[src/rtl/debug_capture_sequencer_if.sv]
// ---------------------------------------------------------------------------
// debug_capture_sequencer_if
// Groups the control, receiver and frame-output signals of the debug capture
// sequencer. The sequencer takes the slave view. Debug control logic and the
// receiver/consumer side (or a testbench) take the master view.
//
// Signals (direction as seen by the sequencer):
//   arm           in   pulse: start a capture
//   continuous    in   level: re-arm automatically after each frame
//   stop          in   pulse: abort capture / end continuous mode
//   err_clear     in   pulse: clear sticky error flags
//   rx_data_start out  one-cycle start pulse to the serial receiver
//   rx_data       in   receiver frame register
//   rx_valid      in   receiver frame-done flag
//   frame_data    out  FIFO head
//   frame_valid   out  FIFO not empty
//   frame_ready   in   consumer accepts head
//   busy          out  sequencer not idle
//   overflow      out  sticky: frame dropped on full FIFO
//   timeout_err   out  sticky: receiver did not finish in time
//   frame_count   out  frames written to the FIFO (wrapping)
// ---------------------------------------------------------------------------
interface debug_capture_sequencer_if #(
  parameter int DATA_W = 40
);
  logic              arm;
  logic              continuous;
  logic              stop;
  logic              err_clear;
  logic              rx_data_start;
  logic [DATA_W-1:0] rx_data;
  logic              rx_valid;
  logic [DATA_W-1:0] frame_data;
  logic              frame_valid;
  logic              frame_ready;
  logic              busy;
  logic              overflow;
  logic              timeout_err;
  logic [15:0]       frame_count;

  modport slave (
    input  arm, continuous, stop, err_clear, rx_data, rx_valid, frame_ready,
    output rx_data_start, frame_data, frame_valid, busy, overflow, timeout_err,
           frame_count
  );

  modport master (
    output arm, continuous, stop, err_clear, rx_data, rx_valid, frame_ready,
    input  rx_data_start, frame_data, frame_valid, busy, overflow, timeout_err,
           frame_count
  );
endinterface

[src/rtl/debug_capture_sequencer.sv]
// ---------------------------------------------------------------------------
// debug_capture_sequencer
// Drives the 40-bit serial debug frame receiver. It issues one-cycle start
// pulses and waits, with a timeout, for each frame to complete. Finished
// frames are buffered in a small FIFO that the consumer drains through a
// valid/ready handshake. Single-shot and continuous capture, abort and
// sticky error flags are supported.
//
// Ports:
//   debug_clk  in  clock, all logic on posedge
//   reset      in  asynchronous, active-high reset
//   bus        debug_capture_sequencer_if.slave (control, receiver, frame out)
//
// Parameters:
//   DATA_W          frame width (40 for the debug receiver)
//   DEPTH           FIFO depth in frames, power of two, >= 2
//   TIMEOUT_CYCLES  max cycles spent in WAIT/DRAIN, >= 42
//   GAP_CYCLES      idle cycles required after rx_valid falls, >= 2
// ---------------------------------------------------------------------------
module debug_capture_sequencer #(
  parameter int DATA_W         = 40,
  parameter int DEPTH          = 4,
  parameter int TIMEOUT_CYCLES = 64,
  parameter int GAP_CYCLES     = 2
) (
  input  logic                    debug_clk,
  input  logic                    reset,
  debug_capture_sequencer_if.slave bus
);

  localparam int AW = $clog2(DEPTH);
  localparam int TW = $clog2(TIMEOUT_CYCLES);
  localparam int GW = $clog2(GAP_CYCLES + 1);
  localparam logic [TW-1:0] TIMER_LAST = TW'(TIMEOUT_CYCLES - 1);
  localparam logic [GW-1:0] GAP_LAST   = GW'(GAP_CYCLES - 1);

  typedef enum logic [2:0] {
    S_IDLE,
    S_START,
    S_WAIT,
    S_GAP,
    S_DRAIN
  } state_t;

  state_t            state;
  state_t            state_nxt;

  logic              rx_valid_q;
  logic              rx_rise;
  logic [TW-1:0]     timer;
  logic              timer_done;
  logic [GW-1:0]     gap_cnt;
  logic              gap_done;
  logic              stop_latched;
  logic              rx_data_start_q;

  logic [DATA_W-1:0] mem [DEPTH];
  logic [AW:0]       wr_ptr;
  logic [AW:0]       rd_ptr;
  logic              fifo_full;
  logic              fifo_empty;
  logic              push_req;
  logic              do_push;
  logic              do_pop;

  logic              timeout_evt;
  logic              overflow_evt;
  logic              overflow_q;
  logic              timeout_err_q;
  logic [15:0]       frame_count_q;

  // Only the rising edge of rx_valid marks a completed frame; the flag may
  // stay high for a second cycle.
  assign rx_rise    = bus.rx_valid & ~rx_valid_q;
  assign timer_done = (timer == TIMER_LAST);
  // gap_cnt counts consecutive low cycles of rx_valid inside GAP, the
  // current cycle included.
  assign gap_done   = ~bus.rx_valid & (gap_cnt == GAP_LAST);

  assign fifo_empty   = (wr_ptr == rd_ptr);
  assign fifo_full    = (wr_ptr[AW] != rd_ptr[AW]) &&
                        (wr_ptr[AW-1:0] == rd_ptr[AW-1:0]);
  assign do_pop       = ~fifo_empty & bus.frame_ready;
  // A pop in the same cycle frees the slot, so a full FIFO still accepts.
  assign do_push      = push_req & (~fifo_full | do_pop);
  assign overflow_evt = push_req & fifo_full & ~do_pop;

  always_comb begin
    state_nxt   = state;
    push_req    = 1'b0;
    timeout_evt = 1'b0;
    case (state)
      S_IDLE: begin
        // A receiver left running by a reset must finish before re-arming.
        if (bus.arm && !bus.stop && !bus.rx_valid) state_nxt = S_START;
      end
      S_START: begin
        state_nxt = bus.stop ? S_DRAIN : S_WAIT;
      end
      S_WAIT: begin
        if (rx_rise) begin
          push_req  = 1'b1;
          state_nxt = S_GAP;
        end else if (bus.stop) begin
          state_nxt = S_DRAIN;
        end else if (timer_done) begin
          timeout_evt = 1'b1;
          state_nxt   = S_GAP;
        end
      end
      S_GAP: begin
        if (gap_done) begin
          state_nxt = (bus.continuous && !stop_latched && !bus.stop) ?
                      S_START : S_IDLE;
        end
      end
      S_DRAIN: begin
        // The receiver cannot be aborted: let its frame land and discard it.
        if (rx_rise) begin
          state_nxt = S_GAP;
        end else if (timer_done) begin
          timeout_evt = 1'b1;
          state_nxt   = S_IDLE;
        end
      end
      default: state_nxt = S_IDLE;
    endcase
  end

  always_ff @(posedge debug_clk or posedge reset) begin
    if (reset) begin
      state           <= S_IDLE;
      rx_valid_q      <= 1'b0;
      timer           <= '0;
      gap_cnt         <= '0;
      stop_latched    <= 1'b0;
      rx_data_start_q <= 1'b0;
    end else begin
      state      <= state_nxt;
      rx_valid_q <= bus.rx_valid;
      // Registered from the state so the pulse lands one cycle after START
      // is entered, i.e. two edges after arm is sampled.
      rx_data_start_q <= (state == S_START);

      if (state == S_START) begin
        timer <= '0;
      end else if (state == S_WAIT || state == S_DRAIN) begin
        timer <= timer + 1'b1;
      end

      if (state != S_GAP || bus.rx_valid) begin
        gap_cnt <= '0;
      end else if (gap_cnt != GAP_LAST) begin
        gap_cnt <= gap_cnt + 1'b1;
      end

      if (state_nxt == S_IDLE) begin
        stop_latched <= 1'b0;
      end else if (state != S_IDLE && bus.stop) begin
        stop_latched <= 1'b1;
      end
    end
  end

  always_ff @(posedge debug_clk or posedge reset) begin
    if (reset) begin
      wr_ptr        <= '0;
      rd_ptr        <= '0;
      overflow_q    <= 1'b0;
      timeout_err_q <= 1'b0;
      frame_count_q <= '0;
    end else begin
      if (do_push) begin
        wr_ptr        <= wr_ptr + 1'b1;
        frame_count_q <= frame_count_q + 16'd1;
      end
      if (do_pop) rd_ptr <= rd_ptr + 1'b1;

      // A set event wins over a clear in the same cycle.
      if (overflow_evt)       overflow_q <= 1'b1;
      else if (bus.err_clear) overflow_q <= 1'b0;

      if (timeout_evt)        timeout_err_q <= 1'b1;
      else if (bus.err_clear) timeout_err_q <= 1'b0;
    end
  end

  // Frame storage carries data only and is left out of reset.
  always_ff @(posedge debug_clk) begin
    if (do_push) mem[wr_ptr[AW-1:0]] <= bus.rx_data;
  end

  assign bus.rx_data_start = rx_data_start_q;
  // Gated so the head reads zero while the FIFO is empty, including after reset.
  assign bus.frame_data    = fifo_empty ? '0 : mem[rd_ptr[AW-1:0]];
  assign bus.frame_valid   = ~fifo_empty;
  assign bus.busy          = (state != S_IDLE);
  assign bus.overflow      = overflow_q;
  assign bus.timeout_err   = timeout_err_q;
  assign bus.frame_count   = frame_count_q;

endmodule

[src/flat_wrapper.sv]
// flat-port wrapper written by rule: the top's interface ports become plain ports
module debug_capture_sequencer_flat 
#(
  parameter int DATA_W         = 40,
  parameter int DEPTH          = 4,
  parameter int TIMEOUT_CYCLES = 64,
  parameter int GAP_CYCLES     = 2
)
  (debug_clk, reset, bus_arm, bus_continuous, bus_stop, bus_err_clear, bus_rx_data, bus_rx_valid, bus_frame_ready, bus_rx_data_start, bus_frame_data, bus_frame_valid, bus_busy, bus_overflow, bus_timeout_err, bus_frame_count);
  debug_capture_sequencer_if #(.DATA_W(DATA_W)) bus_i ();
  input  logic debug_clk;
  input  logic reset;
  input wire logic [$bits(bus_i.arm)-1:0] bus_arm;
  input wire logic [$bits(bus_i.continuous)-1:0] bus_continuous;
  input wire logic [$bits(bus_i.stop)-1:0] bus_stop;
  input wire logic [$bits(bus_i.err_clear)-1:0] bus_err_clear;
  input wire logic [$bits(bus_i.rx_data)-1:0] bus_rx_data;
  input wire logic [$bits(bus_i.rx_valid)-1:0] bus_rx_valid;
  input wire logic [$bits(bus_i.frame_ready)-1:0] bus_frame_ready;
  output wire logic [$bits(bus_i.rx_data_start)-1:0] bus_rx_data_start;
  output wire logic [$bits(bus_i.frame_data)-1:0] bus_frame_data;
  output wire logic [$bits(bus_i.frame_valid)-1:0] bus_frame_valid;
  output wire logic [$bits(bus_i.busy)-1:0] bus_busy;
  output wire logic [$bits(bus_i.overflow)-1:0] bus_overflow;
  output wire logic [$bits(bus_i.timeout_err)-1:0] bus_timeout_err;
  output wire logic [$bits(bus_i.frame_count)-1:0] bus_frame_count;
  assign bus_i.arm = bus_arm;
  assign bus_i.continuous = bus_continuous;
  assign bus_i.stop = bus_stop;
  assign bus_i.err_clear = bus_err_clear;
  assign bus_i.rx_data = bus_rx_data;
  assign bus_i.rx_valid = bus_rx_valid;
  assign bus_i.frame_ready = bus_frame_ready;
  assign bus_rx_data_start = bus_i.rx_data_start;
  assign bus_frame_data = bus_i.frame_data;
  assign bus_frame_valid = bus_i.frame_valid;
  assign bus_busy = bus_i.busy;
  assign bus_overflow = bus_i.overflow;
  assign bus_timeout_err = bus_i.timeout_err;
  assign bus_frame_count = bus_i.frame_count;
  debug_capture_sequencer #(.DATA_W(DATA_W), .DEPTH(DEPTH), .TIMEOUT_CYCLES(TIMEOUT_CYCLES), .GAP_CYCLES(GAP_CYCLES)) u_core (.debug_clk(debug_clk), .reset(reset), .bus(bus_i));
endmodule
[config.mk]
export PLATFORM = sky130hd
export DESIGN_NAME = debug_capture_sequencer_flat
export DESIGN_NICKNAME = d
export VERILOG_FILES = /design/src/rtl/debug_capture_sequencer_if.sv /design/src/rtl/debug_capture_sequencer.sv /design/src/flat_wrapper.sv
export SDC_FILE = /design/constraint.sdc
export NUM_CORES = 1
export LEC_CHECK = 0
export ABC_AREA = 1
export BUFFER_PORTS_ARGS = -buffer_cell sky130_fd_sc_hd__buf_2
export CORE_ASPECT_RATIO = 0.6
export CORE_UTILIZATION = 50
export DETAILED_ROUTE_END_ITERATION = 16
export HOLD_SLACK_MARGIN = 0.08
export PLACE_DENSITY = 0.71
export SLEW_MARGIN = 40
export SYNTH_ARGS = -nofsm -noshare
export SYNTH_HDL_FRONTEND = slang
export SYNTH_SLANG_ARGS = --single-unit
[constraint.sdc]
create_clock -name debug_clk -period 3.62 [get_ports debug_clk]
set_clock_uncertainty 0.05 [all_clocks]
set_input_delay 0.181 -clock debug_clk [delete_from_list [all_inputs] [get_ports debug_clk]]
set_output_delay 0.181 -clock debug_clk [all_outputs]
set_load 0.01 [all_outputs]
# Yosys cells after proc, flatten, opt, wreduce, memory -nomap -nowiden
# Memory sizes are Yosys's and may differ from the RTL's.
# Index checks and enable logic that the tools add are counted.
op_classes:
  addsub: 5
  eq_ne: 11
  n_mux: 29
  n_bitwise: 12
  n_reduce_logical: 19
op_table:
  columns: ["cell", "n"]
  rows:
  - ["two-way mux 40 bit", 1]
  - ["two-way mux 3 bit", 8]
  - ["adder 16 x 1 -> 16 bit (second input constant)", 1]
  - ["one-hot mux 3 bit (5 select lines)", 1]
  - ["two-way mux 1 bit", 14]
  - ["two-way mux 6 bit", 2]
  - ["nonzero test 2 bit", 5]
  - ["adder 3 x 1 -> 3 bit (second input constant)", 2]
  - ["adder 6 x 1 -> 6 bit (second input constant)", 1]
  - ["AND 1 bit", 6]
  - ["equality test 3 x 2 -> 1 bit (second input constant)", 2]
  - ["equality test 6 bit (second input constant)", 1]
  - ["logical AND 1 bit", 6]
  - ["zero test 3 bit", 2]
  - ["inverter 1 bit", 5]
  - ["two-way mux 2 bit", 2]
  - ["equality test 3 x 1 -> 1 bit (second input constant)", 1]
  - ["equality test 3 bit", 1]
  - ["equality test 3 bit (second input constant)", 1]
  - ["zero test 1 bit", 3]
  - ["inequality test 3 x 2 -> 1 bit (second input constant)", 1]
  - ["nonzero test 3 bit", 1]
  - ["adder 2 x 1 -> 2 bit (second input constant)", 1]
  - ["equality test 2 x 1 -> 1 bit (second input constant)", 1]
  - ["other kinds (6)", 7]
word_totals:
  ff_bits: 38
  mem_bits_rw: 160
  in_bits: 48
  n_memories: 1
memory_table:
  columns: ["memory", "words", "word_bits", "read_ports", "rd_clocked_by_memory_dff", "write_ports", "line_no", "source"]
  rows:
  - ["u_core.mem", 4, 40, 1, 0, 1, "debug_capture_sequencer.sv:57", "logic [DATA_W-1:0] mem [DEPTH];"]

# Depth between registers and ports, before layout
# Gate-level depths: netlist (run 1).
depth:
  word_depth: 8
  mapped_depth: 9
  ltp_nobuf: 9

# Worst setup path after synthesis (run 1)
# No wires, ideal clock.
synth_timing:
  path_type: "reg2reg"
  start: "register u_core.rd_ptr[1]"
  end: "memory u_core.mem[0][0], enable pin"
  setup_time_ns: 0.437
  arrival_ns: 2.769
  t_required_ns: 3.133
  slack_ns: 0.364
  stages_incl_launch_ff: 8
  synth_period_minus_slack_ns: 3.256
  cell_sequence: "dfrtp_1 -> buf_2 -> xor2_1 -> a21oi_2 -> nand2_1 -> nand2_4 -> buf_4 -> nor2_1"
synth_between:
  elab_chain_len: 7
synth_rtl:
  columns: ["element", "line_no", "source"]
  rows:
  - ["start: declaration", "debug_capture_sequencer.sv:59", "logic [AW:0] rd_ptr;"]
  - ["start signal: assignment", "debug_capture_sequencer.sv:177", "if (do_pop) rd_ptr <= rd_ptr + 1'b1;"]
  - ["equality test 3 bit / equality test 2 bit (equally long branches)", "debug_capture_sequencer.sv:80, debug_capture_sequencer.sv:82", null]
  - ["inverter 1 bit / logical AND 1 bit (equally long branches)", "debug_capture_sequencer.sv:83, debug_capture_sequencer.sv:81", null]
  - ["AND 1 bit / inverter 1 bit (equally long branches)", "debug_capture_sequencer.sv:83, debug_capture_sequencer.sv:85", null]
  - ["OR 1 bit (*)", "debug_capture_sequencer.sv:85", "assign do_push = push_req & (~fifo_full | do_pop);"]
  - ["AND 1 bit (*)", "debug_capture_sequencer.sv:85", null]
  - ["two-way mux 1 bit (*)", "debug_capture_sequencer.sv:190", "if (do_push) mem[wr_ptr[AW-1:0]] <= bus.rx_data;"]
  - ["two-way mux 1 bit (not written as such) (*)", "debug_capture_sequencer.sv:190", null]
  - ["end: declaration", "debug_capture_sequencer.sv:57", null]
# Every way passes the cells marked *; elsewhere a longest branch is shown, timed or not.

# Worst setup path after layout (run 1)
layout_timing:
  start: "register u_core.rd_ptr[0]"
  end: "output port bus_frame_data[37]"
layout_between:
  elab_chain_len: 2
layout_rtl:
  columns: ["element", "line_no", "source"]
  rows:
  - ["memory read (4 x 40 bit) / equality test 3 bit (equally long branches)", null, null]
  - ["two-way mux 40 bit (*)", "debug_capture_sequencer.sv:195", "assign bus.frame_data = fifo_empty ? '0 : mem[rd_ptr[AW-1:0]];"]
  - ["end: declaration", "flat_wrapper.sv:21", "output wire logic [$bits(bus_i.frame_data)-1:0] bus_frame_data;"]
# Marked as above.

==> results of run 1 <==
[cell usage after synthesis, types with 2 or more instances]
library cell and number:
dfrtp_1 38, nor2_1 158, nand2_1 147, buf_2 10, ha_1 8, xnor2_1 8
inv_2 2, buf_4 2, inv_1 77, nor3_1 4, nand3_1 20, o21ai_0 49
edfxtp_1 160, nand4_1 7, o32ai_1 40, clkbuf_1 19, xor2_1 8, a21oi_1 4
o21ai_1 2
[metrics by stage]
stage / utilization, % / hold slack, ps / total power [W] / setup slack, ps / instances
CTS: 62.7 / 128 / 0.00733 / 963 / 1161
global route: 62.9 / 139 / 0.00783 / 953 / 1162
global placement: 56.3 / 285 / 0.00539 / 1340 / 1084
finish: 62.9 / 139 / 0.00731 / 1110 / 1162
detailed placement: 56.4 / 284 / 0.00543 / 1390 / 1084
floorplan: - / 162 / 0.00452 / 364 / 771
[path summary, 6_finish.rpt]
kind / startpoint / endpoint / slack, ps / cells after the start
max: u_core.rd_ptr[0]$_DFFE_PP0P_ / bus_frame_data[37] / 1110 / 7
min: bus_continuous / u_core.state[0]$_DFF_PP0_ / 140 / 5
max reg2reg: u_core.state[0]$_DFF_PP0_ / u_core.mem[0][37]$_DFFE_PP_ / 1390 / 6
min reg2reg: u_core.stop_latched$_DFFE_PP0P_ / u_core.stop_latched$_DFFE_PP0P_ / 470 / 2
max in group asynchronous: reset / u_core.rd_ptr[2]$_DFFE_PP0P_ / 2600 / 4
min in group asynchronous: reset / u_core.bus.frame_count[11]$_DFFE_PP0P_ / 270 / 3
[routing by layer]
metal | up-vias | global-route usage [%] | routed length, µm
li1 | 2919 | - | -
met1 | 2768 | 31.4 | 8710
met2 | 165 | 30.7 | 7350
met3 | 21 | 3.49 | 918
met4 | 0 | 6.38 | 191
met5 | - | 0 | 0
[final cells by class]
type | count | area share [%]
Sequential cell | 198 | 56.0
Multi-Input combinational cell | 461 | 22.0
Timing Repair Buffer | 164 | 10.6
Clock buffer | 17 | 4.14
Inverter | 79 | 2.88
Tap cell | 228 | 2.78
Clock inverter | 15 | 1.62
[registers in the layout, summed over array words and instances, names as in the netlist]
signal,flops
u_core.timer,6
u_core.bus.frame_count,16
u_core.rx_valid_q,1
u_core.bus.timeout_err,1
u_core.rd_ptr,3
u_core.state,3
u_core.stop_latched,1
u_core.gap_cnt,2
u_core.wr_ptr,3
u_core.bus.overflow,1
u_core.mem,160
u_core.bus.rx_data_start,1
[power breakdown]
group | total [W] | switching, W | internal (W)
logic | 0.00274 | 0.00176 | 0.000984
clock network | 0.00187 | 0.000928 | 0.000939
registers | 0.00271 | 0.000102 | 0.00260
total | 0.00731 | 0.00279 | 0.00453
[worst max-delay path: stages, from the launching register on]
cell and delay [ps]:
dfrtp_2 420, inv_2 60, buf_6 480, nor2_1 90
o32ai_1 470, nand2_1 120, inv_1 70, buf_2 120
[logic make-up (layout without fill, tap and decap cells)]
| logic type | count (synthesis) | count (layout) | share of synthesized area [%] |
|---|---|---|---|
| AOI/OAI and AO/OA | 97 | 97 | 7.61 |
| xor gates and xnor gates | 16 | 16 | 1.66 |
| adders and majority gates | 8 | 8 | 1.19 |
| buffers and inverters | 112 | 275 | 5.31 |
| DFF | 198 | 198 | 68.3 |
| and+or+nand+nor | 340 | 340 | 15.9 |
[timing repair]
item                      in CTS  in global routing
hold buffers                  45                  0
hold endpoints to repair     188                  0
buffers inserted               0                  0
resized for setup              0                  0
==> impl_summary.log, run 1 <==
INFO  metric io-pin-count = 109
INFO  metric final.fill_count = 1295
INFO  metric synth_enable_flop_cells = 160
INFO  metric number_of_global_route_vias_before_repair = 5452
INFO  metric power.static_leakage = 4.28 nW
INFO  metric diodes = 0
INFO  metric antenna_left = 0
INFO  metric detailroute.via_count = 5873
INFO  metric cp-end-kind = primary output
INFO  metric netlist.top_cell.by_area = edfxtp_1
INFO  metric htreeDepth = 4
INFO  metric timing.setup.tns = 0 ps
INFO  metric final_min_period = 2510 ps
INFO  metric synth.ff_latch_count = 198
INFO  metric cts_tree = done
INFO  metric final_layout_size_suffix_gt1_share = 17.5%
INFO  metric drc = 0
INFO  metric vias_per_cell = 5.05
INFO  metric synthesis.area = 0.00843 mm²
INFO  metric post_synth.cell_area_avg = 10.9 µm²
INFO  metric setup-violations-final = 0
INFO  metric seqCellArea = 0.00576 mm²
INFO  metric std_cell_rows = 36
INFO  metric port-buffer-count = 108
INFO  metric highest_count_cells_in_the_layout_ignoring_fill_and_taps = edfxtp_1, nor2_1, nand2_1
INFO  metric synthesis.yosys.warnings = 0
INFO  metric cellPowerDensity = 711 mW/mm²
INFO  metric cp_max_fo = 81
INFO  metric final_net_count = 977
INFO  metric max-clock-path-buffers = 2
INFO  metric clkSinkCount = 198
INFO  metric fp.coreArea = 0.0164 mm²
INFO  metric place_congestion = 0.800
INFO  metric max_slew.worst_pin.slew = 766 ps
INFO  metric multiInputGateArea = 0.00226 mm²
INFO  metric cts_made_buffers = 17
INFO  metric kind_of_start_point_of_the_critical_path = flop
INFO  metric layout.cells.most_common = edfxtp_1
INFO  metric insertion_delay = 430 ps
INFO  metric grt_max_degree = 83
INFO  metric data_arrival_time_of_the_critical_path = 2280 ps
INFO  metric unrepaired_setup_endpoints_after_global_routing = no
INFO  metric placement.cell_area = 0.00921 mm²
INFO  metric proportion_of_netlist_area_held_by_the_largest_area_contributor = 57.0%
INFO  metric run_status = completed
INFO  metric die_w = 170 µm
INFO  metric worst_hold_path_type = input pin to flop
INFO  metric drt_pass1_iterations = 6
INFO  metric die_y = 103 µm
INFO  metric netlist_instances = 771
INFO  metric postRouteWirelength = 17.2 mm
INFO  metric vdd_drop_max = 0.517 mV
INFO  metric crit_type = flop to primary output
INFO  metric slew-limit-headroom = 48.9%
INFO  metric finalHoldViolCount = 0
INFO  metric max-cap-violations = 0
INFO  metric grt_usage = 20.7%
INFO  metric master_cell_of_the_clock_root_buffer = clkbuf_16
INFO  metric areaGrowthSynthToFinish = 22.0%
INFO  metric postSynth.asyncResetShare = 19.2%
INFO  metric mappedNetlistNets = 827
INFO  metric wire_length_of_the_first_global_routing_pass = 27.6 mm
INFO  metric worst_ep_required_time = 3390 ps
INFO  metric dieArea = 0.0174 mm²
INFO  metric floorplan.initialDensity = 51.6%
INFO  metric grt-ovfl-total = 0
INFO  metric avgRoutedWirePerCell = 14.8 µm
INFO  metric synth.distinct_cells = 27
INFO  metric maxSlewViolCount = 0
INFO  metric synth_area_leaders = edfxtp_1, dfrtp_1, nor2_1, nand2_1, o32ai_1
INFO  metric postLayoutCellArea = 0.0103 mm²
INFO  metric place.detailed.hpwl = 10.2 mm
INFO  metric synth_sequential_area_ratio = 68.3%
INFO  metric final_min_period_over_clock_period = 69.5%
INFO  metric grt_antenna_before_repair = 0
INFO  metric ys.flop_type = edfxtp_1
INFO  metric maxClockFrequency = 398 MHz
INFO  metric detailedRoute.firstIterationViolations = 467
INFO  metric clock_slew_seen_by_the_registers_of_the_worst_setup_and_hold_paths = 70 ps
No activity file was read; power rests on OpenSTA's default activity.
==> run 2: changes to the inputs <==
--- a/config.mk
+++ b/config.mk
@@ -5,13 +5,13 @@
 export SDC_FILE = /design/constraint.sdc
 export NUM_CORES = 1
 export LEC_CHECK = 0
-export ABC_AREA = 1
+export ABC_AREA = 0
 export BUFFER_PORTS_ARGS = -buffer_cell sky130_fd_sc_hd__buf_2
 export CORE_ASPECT_RATIO = 0.6
 export CORE_UTILIZATION = 50
 export DETAILED_ROUTE_END_ITERATION = 16
 export HOLD_SLACK_MARGIN = 0.08
-export PLACE_DENSITY = 0.71
+export PLACE_DENSITY = 0.74
 export SLEW_MARGIN = 40
 export SYNTH_ARGS = -nofsm -noshare
 export SYNTH_HDL_FRONTEND = slang
==> constraint.sdc (replaced) <==
create_clock -name debug_clk -period 2.3 [get_ports debug_clk]
set_clock_uncertainty 0.05 [all_clocks]
set_input_delay 0.115 -clock debug_clk [delete_from_list [all_inputs] [get_ports debug_clk]]
set_output_delay 0.115 -clock debug_clk [all_outputs]
set_load 0.01 [all_outputs]
==> impl_summary.log, run 2 <==
INFO  metric areaGrowthSynthToFinish = 24.0%
INFO  metric final_layout_size_suffix_gt1_share = 33.3%
INFO  metric r2r_cells = 5
INFO  metric power.static_leakage = 3.72 nW
INFO  metric data_arrival_time_of_the_critical_path = 2040 ps
INFO  metric detailroute.via_count = 4468
INFO  metric synth_enable_flop_cells = 160
INFO  metric maxSlewViolCount = 0
INFO  metric dieArea = 0.0165 mm²
INFO  metric netlist.top_cell.by_area = edfxtp_1
INFO  metric std_cell_rows = 35
INFO  metric maxClockFrequency = 454 MHz
INFO  metric count_of_placed_standard_cells_including_taps = 746
INFO  metric netlist_instances = 443
INFO  metric total_power = 0.0111 W
INFO  metric highest_count_cells_in_the_layout_ignoring_fill_and_taps = edfxtp_1, buf_2, dlygate4sd3_1
INFO  metric floorplan.initialDensity = 51.6%
INFO  metric mappedNetlistNets = 499
INFO  metric clkSinkCount = 198
INFO  metric kind_of_start_point_of_the_critical_path = flop
INFO  metric clock_slew_seen_by_the_registers_of_the_worst_setup_and_hold_paths = 70 ps
INFO  metric cts_setup_buffers = 0
INFO  metric cp_max_fo = 26
INFO  metric grt_max_degree = 43
INFO  metric worst_hold_path_type = input pin to flop
INFO  metric ys.flop_type = edfxtp_1
INFO  metric crit_end = bus_frame_data[15]
INFO  metric drt_pass1_iterations = 4
INFO  metric drc = 0
INFO  metric synthesis.yosys.warnings = 0
INFO  metric route.top_layer_used = met4
INFO  metric max-cap-violations = 0
INFO  metric wire_length_of_the_first_global_routing_pass = 23.6 mm
INFO  metric setup.reg_to_reg.worst_slack = 130 ps
INFO  metric place.detailed.hpwl = 9.21 mm
INFO  metric layout.cells.most_common = edfxtp_1
INFO  metric seqCellArea = 0.00576 mm²
INFO  metric slew-limit-headroom = 65.0%
INFO  metric proportion_of_netlist_area_held_by_the_largest_area_contributor = 60.2%
INFO  metric synthesis.area = 0.00798 mm²
INFO  metric multiInputGateArea = 0.00210 mm²
INFO  metric detailedRoute.firstIterationViolations = 381
INFO  metric final_net_count = 665
INFO  metric post_synth.cell_area_avg = 18.0 µm²
INFO  metric fp.coreArea = 0.0155 mm²
INFO  metric port-buffer-count = 108
INFO  metric antenna_left = 0
INFO  metric setup-violations-final = 0
INFO  metric met1_layer_wirelength_in_the_final_routing = 7.43 mm
INFO  metric cts_made_buffers = 17
INFO  metric final_min_period = 2200 ps
INFO  metric avgRoutedWirePerCell = 19.0 µm
INFO  metric largest_reg_flops = 160
INFO  metric synth.distinct_cells = 43
INFO  metric finalNonFillerCells = 826
INFO  metric cp-end-kind = primary output
INFO  metric routed_wire_length_on_met2 = 7.34 mm
INFO  metric worst_ep_required_time = 2130 ps
INFO  metric crit_type = flop to primary output
INFO  metric master_cell_of_the_clock_root_buffer = clkbuf_16
INFO  metric final.fill_count = 1113
INFO  metric htreeDepth = 4
INFO  metric run_status = completed
INFO  metric die_w = 165 µm
INFO  metric postSynth.asyncResetShare = 19.2%
INFO  metric crit_start = u_core.wr_ptr[2]$_DFFE_PP0P_
INFO  metric grt-ovfl-total = 0
INFO  metric max_slew.worst_pin.slew = 520 ps
INFO  metric io-pin-count = 109
INFO  metric wl_met3 = 857 µm
INFO  metric place_congestion = 0.855
INFO  metric postRouteWirelength = 15.7 mm
INFO  metric number_of_global_route_vias_before_repair = 4471
INFO  metric grt_usage = 19.4%
INFO  metric synth.most_common_cell = edfxtp_1
INFO  metric synth_sequential_area_ratio = 72.1%
INFO  metric synth.ff_latch_count = 198
INFO  metric vdd_drop_max = 0.577 mV
INFO  metric max-clock-path-buffers = 2
INFO  metric final_min_period_over_clock_period = 95.7%
INFO  metric timing.rr.end = u_core.mem[1][12]$_DFFE_PP_
INFO  metric netlist_top_cells_count = edfxtp_1, nor2b_1, mux4_2
INFO  metric cellPowerDensity = 1120 mW/mm²
INFO  metric die_y = 99.9 µm
INFO  metric cts_tree = done
INFO  metric insertion_delay = 420 ps
INFO  metric finalHoldViolCount = 0
INFO  metric synth_area_leaders = edfxtp_1, dfrtp_1, mux4_2, nor2b_1, xnor2_1
INFO  metric r2r-start = u_core.wr_ptr[1]$_DFFE_PP0P_
INFO  metric grt_antenna_before_repair = 1
INFO  metric vias_per_cell = 5.41
==> run 2: critical path: stages (launching register included) <==
cell	delay, ps
dfrtp_1	410
xnor2_1	290
nor3b_4	330
buf_6	290
nor2b_1	130
buf_2	160
==> run 2: cell families after synthesis <==
group           share of synthesized area [%]
simple gates                             8.23
compound gates                           2.20
xor+xnor                                 2.74
mux                                      11.6
flops                                    72.1
fa+ha+maj                                1.25
buf+inv                                  1.82
==> run 2: power breakdown <==
part | total [W] | switching, W | leakage [nW] | internal, W
sequential | 0.00432 | 0.000197 | 1.94 | 0.00413
combinational | 0.00394 | 0.00207 | 1.51 | 0.00187
clock | 0.00282 | 0.00138 | 0.276 | 0.00144
total | 0.0111 | 0.00365 | 3.72 | 0.00744
==> run 2: layout make-up <==
type	instances	share of cell area, %
multi-input combinational	215	21.2
timing repair buffer	166	11.8
clock inverter	14	1.37
inverter	11	0.417
clock buffer	18	4.34
antenna	1	0.0253
sequential	198	58.2
tap	203	2.57
==> run 2: layer usage <==
layer	up-vias	track usage [%]
met5	-	0
met4	0	5.72
met3	8	3.88
met2	132	29.1
met1	2280	29.1
li1	2048	-
==> run 2: timing repair <==
action                     in CTS  in global routing
setup endpoints to repair       0                 59
hold buffers                   45                  0
gates resized for setup         0                  5
hold endpoints to repair      206                  0
==> run 2: worst min path at each step <==
stage,start,end,slack (ps),depth (start not counted)
after global placement,reset,u_core.bus.rx_data_start$_DFF_PP0_,190,3
after global routing,bus_continuous,u_core.state[0]$_DFF_PP0_,210,5
after CTS,bus_continuous,u_core.state[0]$_DFF_PP0_,190,5
final,bus_continuous,u_core.state[0]$_DFF_PP0_,200,5
after detailed placement,reset,u_core.bus.rx_data_start$_DFF_PP0_,210,3
after floorplan,bus_rx_valid,u_core.rx_valid_q$_DFF_PP0_,100,0
==> run 2: metrics by stage <==
stage                     setup slack (ps)  instance area, µm²  hold slack (ps)  util (%)  TNS [ps]
final                                 99.1                9890              203      64.0         0
after global routing                 -37.3                9890              215      64.0     -67.6
after CTS                             21.5                9840              193      63.6         0
after detailed placement              96.4                8820              210      57.1         0
after global placement                 174                8820              192      57.1         0
after floorplan                      -25.4                7980             96.4         -     -3040
==> run 3: changes to the inputs <==
--- a/config.mk
+++ b/config.mk
@@ -8,10 +8,9 @@
 export ABC_AREA = 0
 export BUFFER_PORTS_ARGS = -buffer_cell sky130_fd_sc_hd__buf_2
 export CORE_ASPECT_RATIO = 0.6
-export CORE_UTILIZATION = 50
+export CORE_UTILIZATION = 40
 export DETAILED_ROUTE_END_ITERATION = 16
 export HOLD_SLACK_MARGIN = 0.08
-export PLACE_DENSITY = 0.74
 export SLEW_MARGIN = 40
 export SYNTH_ARGS = -nofsm -noshare
 export SYNTH_HDL_FRONTEND = slang
==> impl_summary.log, run 3 (same netlist as run 2, synthesis figures left out) <==
INFO  metric slew-limit-headroom = 56.7%
INFO  metric final.fill_count = 1605
INFO  metric grt_usage = 17.1%
INFO  metric placement.cell_area = 0.00890 mm²
INFO  metric floorplan.initialDensity = 41.4%
INFO  metric wire_length_of_the_first_global_routing_pass = 25.9 mm
INFO  metric data_arrival_time_of_the_critical_path = 2040 ps
INFO  metric run_status = completed
INFO  metric maxSlewViolCount = 0
INFO  metric largest_reg_flops = 160
INFO  metric place_congestion = 0.856
INFO  metric worst_hold_path_type = input pin to flop
INFO  metric setup-violations-final = 0
INFO  metric wl_met3 = 667 µm
INFO  metric timing.setup.tns = 0 ps
INFO  metric htreeDepth = 4
INFO  metric cts_setup_buffers = 0
INFO  metric clkPwrFrac = 27.0%
INFO  metric final_min_period_over_clock_period = 96.1%
INFO  metric final_layout_size_suffix_gt1_share = 33.2%
INFO  metric fp.coreArea = 0.0193 mm²
INFO  metric drc = 0
INFO  metric worst_ep_required_time = 2130 ps
INFO  metric vias_per_cell = 5.08
INFO  metric p_comb_share = 34.6%
INFO  metric final_min_period = 2210 ps
INFO  metric drt_pass1_iterations = 4
INFO  metric number_of_global_route_vias_before_repair = 4583
INFO  metric grt_max_degree = 43
INFO  metric holdWs = 169 ps
INFO  metric netSwitchingFraction = 31.7%
INFO  metric cellPowerDensity = 1130 mW/mm²
INFO  metric detailroute.via_count = 4512
INFO  metric antenna_left = 0
INFO  metric max-cap-violations = 0
INFO  metric final_net_count = 664
INFO  metric cp_max_fo = 21
INFO  metric port-buffer-count = 108
INFO  metric master_cell_of_the_clock_root_buffer = clkbuf_16
INFO  metric unrepaired_setup_endpoints_after_global_routing = yes
INFO  metric worst_slack = 90.6 ps
INFO  metric vdd_drop_max = 0.768 mV
INFO  metric maxClockFrequency = 453 MHz
INFO  metric die_y = 111 µm
INFO  metric routed_wire_length_on_met2 = 7.26 mm
INFO  metric postLayoutCellArea = 0.0100 mm²
INFO  metric clock_slew_seen_by_the_registers_of_the_worst_setup_and_hold_paths = 70 ps
INFO  metric grt_antenna_before_repair = 3
INFO  metric postRouteWirelength = 16.4 mm
INFO  metric share_seq_of_total_power = 38.4%
INFO  metric cts_made_buffers = 17
INFO  metric placement.setup.worst_slack = 144 ps
INFO  metric grt-ovfl-total = 0
INFO  metric dieArea = 0.0205 mm²
INFO  metric power_switching = 0.00359 W
INFO  metric highest_count_cells_in_the_layout_ignoring_fill_and_taps = edfxtp_1, buf_2, dlygate4sd3_1
INFO  metric place.detailed.hpwl = 9.80 mm
INFO  metric io-pin-count = 109
INFO  metric layout.cells.most_common = edfxtp_1
INFO  metric avgRoutedWirePerCell = 18.4 µm
INFO  metric areaGrowthSynthToFinish = 25.6%
INFO  metric max_slew.worst_pin.slew = 650 ps
INFO  metric total_power = 0.0113 W
INFO  metric p_int = 0.00775 W
INFO  metric cts_tree = done
INFO  metric std_cell_rows = 39
INFO  metric insertion_delay = 430 ps
INFO  metric cp-end-kind = primary output
INFO  metric kind_of_start_point_of_the_critical_path = flop
INFO  metric power.static_leakage = 3.75 nW
INFO  metric clkSinkCount = 198
INFO  metric detailedRoute.firstIterationViolations = 237
INFO  metric die_w = 184 µm
INFO  metric max-clock-path-buffers = 2
INFO  metric setup.reg_to_reg.worst_slack = 110 ps
INFO  metric crit_type = flop to primary output
INFO  metric finalHoldViolCount = 0
INFO  metric route.top_layer_used = met5
INFO  metric met1_layer_wirelength_in_the_final_routing = 8.27 mm
-- run 3: changes by cell type in the layout (fill, tap and decap cells not counted), moves of 3 or more --
cell / change
inv_8: -4
inv_4: +3
clkbuf_16: +4
clkinv_4: -4
-- run 3: power by group through the flow --
stage	registers, W	logic (W)	clock network [W]
after detailed placement	0.00440	0.00382	0
after CTS	0.00435	0.00397	0.00312
after floorplan	0.00434	0.00250	0
final	0.00435	0.00392	0.00306
after global routing	0.00438	0.00430	0.00324
after global placement	0.00438	0.00379	0
-- run 3: final timing paths --
path                       depth (start not counted)                                    from                                      to
min in group asynchronous                          4                                   reset               u_core.state[0]$_DFF_PP0_
max reg2reg                                        5            u_core.rd_ptr[0]$_DFFE_PP0P_            u_core.wr_ptr[2]$_DFFE_PP0P_
min                                                5                          bus_continuous         u_core.stop_latched$_DFFE_PP0P_
max                                                4            u_core.rd_ptr[0]$_DFFE_PP0P_                      bus_frame_data[36]
min reg2reg                                        1  u_core.bus.frame_count[15]$_DFFE_PP0P_  u_core.bus.frame_count[15]$_DFFE_PP0P_
max in group asynchronous                          4                                   reset            u_core.rd_ptr[0]$_DFFE_PP0P_
-- run 3: per-layer routing --
metal,up-vias,global-route usage [%]
met5,-,0
met4,2,5.28
met3,23,5.07
met2,111,24.3
met1,2336,25.4
li1,2040,-
-- run 3: layout make-up --
type	instances	area, µm²	share of cell area (%)
antenna	2	5.00	0.0499
clock inverter	7	46.3	0.462
sequential	198	5760	57.5
timing repair buffer	166	1180	11.7
tap	266	333	3.32
clock buffer	25	573	5.72
inverter	11	41.3	0.412
multi-input combinational	214	2090	20.8
-- run 3: timing repair --
| item | 4_1_cts | 5_1_grt |
|---|---|---|
| hold endpoints to repair | 208 | 0 |
| hold buffers | 45 | 0 |
| pin swaps | 0 | 0 |
| resized for setup | 3 | 2 |
| gates cloned | 1 | 0 |
| endpoints found under the setup margin | 5 | 22 |
-- run 3: worst max-delay path, cell delays in order (launching register included) --
cell and delay, ps:
dfrtp_4 500, buf_16 230, mux4_2 570, nor2b_1 160, buf_2 140
-- run 3: metrics by stage --
step / cells / util, %
6_report: 889 / 52.0
5_1_grt: 889 / 52.0
4_1_cts: 887 / 51.9
3_5_place_dp: 809 / 46.2
3_3_place_gp: 809 / 46.2
2_1_floorplan: 443 / -
